===== src/rtl/zet_ng_soc_rst_seq.sv =====
// Reset sequencer: synchronizes the external reset, holds all domains, then releases them in staggered order.
// Optional watchdog restart is compiled in with ZET_NG_SOC_RST_SEQ_WDT_EN.
module zet_ng_soc_rst_seq #(
    parameter int N_DOMAINS   = 3,
    parameter int SYNC_STAGES = 2,
    parameter int HOLD_CYCLES = 16,
    parameter int STAGGER     = 4,
    parameter int WDT_CYCLES  = 1048576
) (
    input  logic                 clk,
    input  logic                 rst,
    input  logic                 sw_rst_req,
    input  logic                 wdt_kick,
    output logic [N_DOMAINS-1:0] domain_rst,
    output logic                 seq_done,
    output logic [1:0]           rst_cause
);

    localparam logic [1:0] S_ASSERT  = 2'd0;
    localparam logic [1:0] S_RELEASE = 2'd1;
    localparam logic [1:0] S_RUN     = 2'd2;

    localparam int HOLD_W = $clog2(HOLD_CYCLES + 1);
    localparam int STG_W  = $clog2(STAGGER + 1);
    localparam int REL_W  = $clog2(N_DOMAINS + 1);

    logic [SYNC_STAGES-1:0] sync_q;
    logic                   int_rst;
    logic [1:0]             state_q, state_d;
    logic [HOLD_W-1:0]      hold_q, hold_d;
    logic [STG_W-1:0]       stg_q, stg_d;
    logic [REL_W-1:0]       rel_q, rel_d;
    logic [1:0]             cause_q, cause_d;
    logic                   sw_prev_q;
    logic                   sw_req;
    logic                   wdt_exp;

    // Release of the internal reset is synchronous; assertion follows rst immediately.
    always_ff @(posedge clk or negedge rst) begin
        if (!rst) begin
            sync_q <= '0;
        end else begin
            sync_q <= {sync_q[SYNC_STAGES-2:0], 1'b1};
        end
    end

    assign int_rst = ~sync_q[SYNC_STAGES-1];
    assign sw_req  = sw_rst_req & ~sw_prev_q;

`ifdef ZET_NG_SOC_RST_SEQ_WDT_EN
    localparam int WDT_W = $clog2(WDT_CYCLES);

    logic [WDT_W-1:0] wdt_q, wdt_d;

    assign wdt_exp = (state_q == S_RUN) && !wdt_kick && (wdt_q == WDT_W'(WDT_CYCLES - 1));

    // Counts only while staying in RUN, so every entry to RUN starts from zero.
    always_comb begin
        wdt_d = '0;
        if (state_q == S_RUN && state_d == S_RUN && !wdt_kick) begin
            wdt_d = wdt_q + WDT_W'(1);
        end
    end

    always_ff @(posedge clk or negedge rst) begin
        if (!rst) begin
            wdt_q <= '0;
        end else begin
            wdt_q <= wdt_d;
        end
    end
`else
    logic unused_wdt;

    assign wdt_exp    = 1'b0;
    assign unused_wdt = wdt_kick ^ WDT_CYCLES[0];
`endif

    always_comb begin
        state_d = state_q;
        hold_d  = hold_q;
        stg_d   = stg_q;
        rel_d   = rel_q;
        cause_d = cause_q;
        if (int_rst) begin
            state_d = S_ASSERT;
            hold_d  = '0;
            stg_d   = '0;
            rel_d   = '0;
        end else begin
            case (state_q)
                S_ASSERT: begin
                    if (hold_q == HOLD_W'(HOLD_CYCLES)) begin
                        state_d = S_RELEASE;
                        hold_d  = '0;
                        stg_d   = '0;
                        rel_d   = REL_W'(1);
                    end else begin
                        hold_d = hold_q + HOLD_W'(1);
                    end
                end
                S_RELEASE: begin
                    // rel_q counts released domains, so release order is inherently ascending.
                    if (rel_q == REL_W'(N_DOMAINS)) begin
                        state_d = S_RUN;
                    end else if (stg_q == STG_W'(STAGGER - 1)) begin
                        rel_d = rel_q + REL_W'(1);
                        stg_d = '0;
                    end else begin
                        stg_d = stg_q + STG_W'(1);
                    end
                end
                S_RUN: begin
                    if (sw_req || wdt_exp) begin
                        state_d = S_ASSERT;
                        hold_d  = '0;
                        stg_d   = '0;
                        rel_d   = '0;
                        cause_d = sw_req ? 2'b01 : 2'b10;
                    end
                end
                default: begin
                    state_d = S_ASSERT;
                    hold_d  = '0;
                    stg_d   = '0;
                    rel_d   = '0;
                end
            endcase
        end
    end

    always_ff @(posedge clk or negedge rst) begin
        if (!rst) begin
            state_q   <= S_ASSERT;
            hold_q    <= '0;
            stg_q     <= '0;
            rel_q     <= '0;
            cause_q   <= 2'b00;
            sw_prev_q <= 1'b0;
        end else begin
            state_q   <= state_d;
            hold_q    <= hold_d;
            stg_q     <= stg_d;
            rel_q     <= rel_d;
            cause_q   <= cause_d;
            sw_prev_q <= sw_rst_req;
        end
    end

    always_comb begin
        domain_rst = '1;
        for (int i = 0; i < N_DOMAINS; i++) begin
            domain_rst[i] = (rel_q <= REL_W'(i));
        end
    end

    assign seq_done  = (state_q == S_RUN);
    assign rst_cause = cause_q;

endmodule


===== config.mk =====
export PLATFORM = sky130hd
export DESIGN_NAME = zet_ng_soc_rst_seq
export DESIGN_NICKNAME = d
export VERILOG_FILES = /design/src/rtl/zet_ng_soc_rst_seq.sv
export SDC_FILE = /design/constraint.sdc
export NUM_CORES = 1
export LEC_CHECK = 0
export CORE_MARGIN = 2
export CORE_UTILIZATION = 30
export DETAILED_ROUTE_END_ITERATION = 8
export HOLD_SLACK_MARGIN = 0.03
export PLACE_DENSITY = 0.47
export SLEW_MARGIN = 20
export SYNTH_ARGS = -nofsm -noshare
export SYNTH_HDL_FRONTEND = slang
export SYNTH_SLANG_ARGS = --single-unit

===== constraint.sdc =====
create_clock -name clk -period 2.7 [get_ports clk]
set_clock_uncertainty 0.05 [all_clocks]
set_input_delay 0.27 -clock clk [delete_from_list [all_inputs] [get_ports clk]]
set_output_delay 0.27 -clock clk [all_outputs]
set_load 0.03 [all_outputs]

==> reports/metrics.yaml <==
global_route:
  grt.busiest_layer: "met2"
  grtUsageMet2: 0.192
  use_met3: 0.0480
  grt_util_all_layers: 0.123
  grt_start_max_net_pins: 17
  grt_antenna_before_repair: 0
  grt_first_pass_wirelength_microns: 3230
  grt_pass1_vias: 700
  grt_overflow_total: 0
  use_met1: 0.155
timing:
  fmax_mhz: 467
  layout_setup_ws_ns: 0.558
  post-route-period-util: 0.793
  tns_ns: 0
  hold_viol_final: 0
  maxSlewViolCount: 0
  slew_headroom: 0.516
  tightest_slew_ns: 0.724
  finalCriticalPeriod_ns: 2.14
  finalSetupViolCount: 0
  rsz0062_at_grt: "false"
yosys:
  syn_avg_cell_area_sq_um: 9.79
  postSynthNetCount: 103
  yosysWarnings: 0
  synth_xor_xnor_area_share: 0
  synth_top_family_by_area: "simple AND/OR/NAND/NOR gates"
  ys_ff_latch: 16
  synth_mux_area_frac: 0.0220
  syn_area_sq_um: 911
  yosys.cell_types.count: 30
  synthAdderAreaFrac: 0.0824
  synth_simple_gate_area_frac: 0.253
  synth_cells: 93
  synth-compound-area-share: 0.133
  yosysSeqAreaShare: 0.440
clocking:
  cts_resized: 0
  cts_buffers: 3
  cts_tree: "built"
  cts-hold-fix-buffers: 0
  path_clk_slew_ns: 0.10
  insertion_delay_ns: 0.29
  clock-sinks: 16
  clockBufferDepth: 2
  clockRootBuffer: "clkbuf_4"
  cts_setup_buffers: 0
  h-tree-depth: 1
final_layout:
  finalNetCount: 113
  area_growth_pct: 13.9
  diodes: 0
  drive_gt1_frac: 0.118
  final_cells: 133
power:
  power.internal_uw: 337
  switching_share: 0.234
  power_density_mw_per_mm2: 425
  p_comb_frac: 0.060
  p_clk_frac: 0.367
  power_frac_seq: 0.573
  leakage_nw: 0.447
  ir_worst_vdd_mv: 0.282
  total_power_uw: 440
  switchingPower_uw: 103
run:
  drv_cap: 0
min_path:
  min_path_cells: 0
  hold_path_class: "flop to flop"
routing:
  drc: 0
  routed_wirelength_microns: 1770
  ant_nets: 0
  drtIter0Drc: 18
  wire_per_inst_microns: 13.3
  num_vias: 688
  firstDrtPassIters: 4
  viasPerCell: 5.17
die:
  rows: 19
  core_area_sq_mm: 0.00283
  fp.dieH_microns: 59.1
  pin_count: 10
  fp.dieW_microns: 59.1
  die_area_sq_mm: 0.00349
  start_util: 0.322
setup_path:
  crit_required_ns: 2.38
  critPathCapture: "seq_done"
  crit_path_start: "state_q[1]$_DFFE_PN0P_"
  rrSetupSlack_ns: 0.85
  critical_path_class: "flop to primary output"
  end_kind: "primary output"
  path_max_fanout: 11
  start_kind: "flop"
  reg2regPathDepth: 7
  worstReg2RegEnd: "rel_q[1]$_DFFE_PN0P_"
  critPathArrivalTime_ns: 1.82
  r2r-start: "hold_q[0]$_DFFE_PN0P_"
placed_design:
  hpwl_microns: 1300
  io_buffers: 7
  gp_congestion: 0.717
  dp.cells: 129
  pre_cts_slack_ns: 0.789
status:
  outcome: "finished, final reports clean"
## worst min-delay path by stage
stage                              startpoint               endpoint  slack (ns)
after CTS                 sync_q[0]$_DFF_PN0_    sync_q[1]$_DFF_PN0_        0.31
after global routing      sync_q[0]$_DFF_PN0_    sync_q[1]$_DFF_PN0_        0.32
final                     sync_q[0]$_DFF_PN0_    sync_q[1]$_DFF_PN0_        0.31
after detailed placement  sync_q[0]$_DFF_PN0_    sync_q[1]$_DFF_PN0_        0.29
after floorplan                           rst  hold_q[0]$_DFFE_PN0P_       -0.08
after global placement    sync_q[0]$_DFF_PN0_    sync_q[1]$_DFF_PN0_        0.28
## sequential cells by signal (all words and copies together) (netlist names)
register / count
hold_q: 5
rel_q: 2
rst_cause: 1
state_q: 2
stg_q: 3
sw_prev_q: 1
sync_q: 2
## synth_stat cells
cell / n / area share
a21oi_1: 10 / 0.055
a222oi_1: 1 / 0.011
a31oi_1: 1 / 0.0069
a32o_1: 1 / 0.011
a41o_1: 1 / 0.011
and2_1: 1 / 0.0069
and2b_2: 1 / 0.0096
and3_1: 2 / 0.014
and4bb_2: 1 / 0.014
buf_4: 2 / 0.016
buf_6: 1 / 0.012
conb_1: 2 / 0.0082
dfrtp_1: 16 / 0.44
ha_1: 6 / 0.082
inv_1: 8 / 0.033
mux2i_1: 2 / 0.022
nand2_1: 4 / 0.016
nand2b_1: 4 / 0.027
nand3_1: 3 / 0.016
nand3b_1: 1 / 0.0082
nand4_1: 2 / 0.014
nand4bb_4: 1 / 0.030
nor2_1: 5 / 0.021
nor2b_2: 2 / 0.019
nor3_1: 3 / 0.016
o21ai_0: 5 / 0.027
o21ai_1: 2 / 0.011
or3_1: 3 / 0.021
or3b_2: 1 / 0.0096
or4_2: 1 / 0.0096
## cell usage in the layout, fill, tap and decap left out
cell             Yosys  final
and4bb_2             1      1
nor2_1               5      5
nand3b_1             1      1
a31oi_1              1      1
ha_1                 6      6
clkdlybuf4s50_1      0      7
and2b_2              1      1
buf_4                2      1
a222oi_1             1      1
nor2b_2              2      2
mux2i_1              2      2
nand4bb_4            1      1
nand2b_1             4      4
and2_1               1      1
nand2_1              4      4
or4_2                1      1
inv_1                8      8
clkbuf_8             0      1
o21ai_1              2      2
or3b_2               1      1
a21oi_1             10     10
nand3_1              3      3
nand4_1              2      2
conb_1               2      2
a41o_1               1      1
nor3_1               3      3
clkbuf_4             0      3
and3_1               2      2
dfrtp_1             16     16
o21ai_0              5      5
or3_1                3      3
a32o_1               1      1
## cell families (layout without fill, tap and decap cells)
group / Yosys count / count (layout)
flops: 16 / 16
fa+ha+maj: 6 / 6
buf+inv: 11 / 20
compound gates: 21 / 21
simple gates: 35 / 35
other cells: 2 / 2
mux: 2 / 2
## worst max-delay path, cell delays in order (launching register included)
cell	delay [ns]
dfrtp_1	0.54
nor2b_2	0.29
clkdlybuf4s50_1	0.70
## layer usage
layer,routed length [microns],up-vias,part of all wire
met2,841,10,0.48
met3,74,2,0.042
li1,-,345,-
met1,839,331,0.48
met4,10,0,0.0057
met5,0,-,0
## power groups by stage
| stage | registers, mW | clock network [mW] | logic (mW) |
|---|---|---|---|
| after detailed placement | 0.257 | 0 | 0.0275 |
| after CTS | 0.252 | 0.170 | 0.0274 |
| after global placement | 0.257 | 0 | 0.0272 |
| after floorplan | 0.254 | 0 | 0.0171 |
| after global routing | 0.253 | 0.179 | 0.0303 |
| final | 0.252 | 0.162 | 0.0265 |
## stage by stage
stage / util / instance area [sq um] / hold WS, ns
2_1_floorplan: - / 911 / -0.0756
3_3_place_gp: 0.354 / 1000 / 0.282
3_5_place_dp: 0.354 / 1000 / 0.291
4_1_cts: 0.367 / 1040 / 0.314
5_1_grt: 0.367 / 1040 / 0.318
6_report: 0.367 / 1040 / 0.308
## layout make-up
cell class	count	area, sq um
Tap cell	31	38.8
Timing Repair Buffer	8	77.6
Sequential cell	16	400
Fill cell	285	1790
Inverter	8	30.0
Multi-Input combinational cell	66	454
Clock buffer	4	36.3
Note: power is estimated with default switching activity, not from simulation.
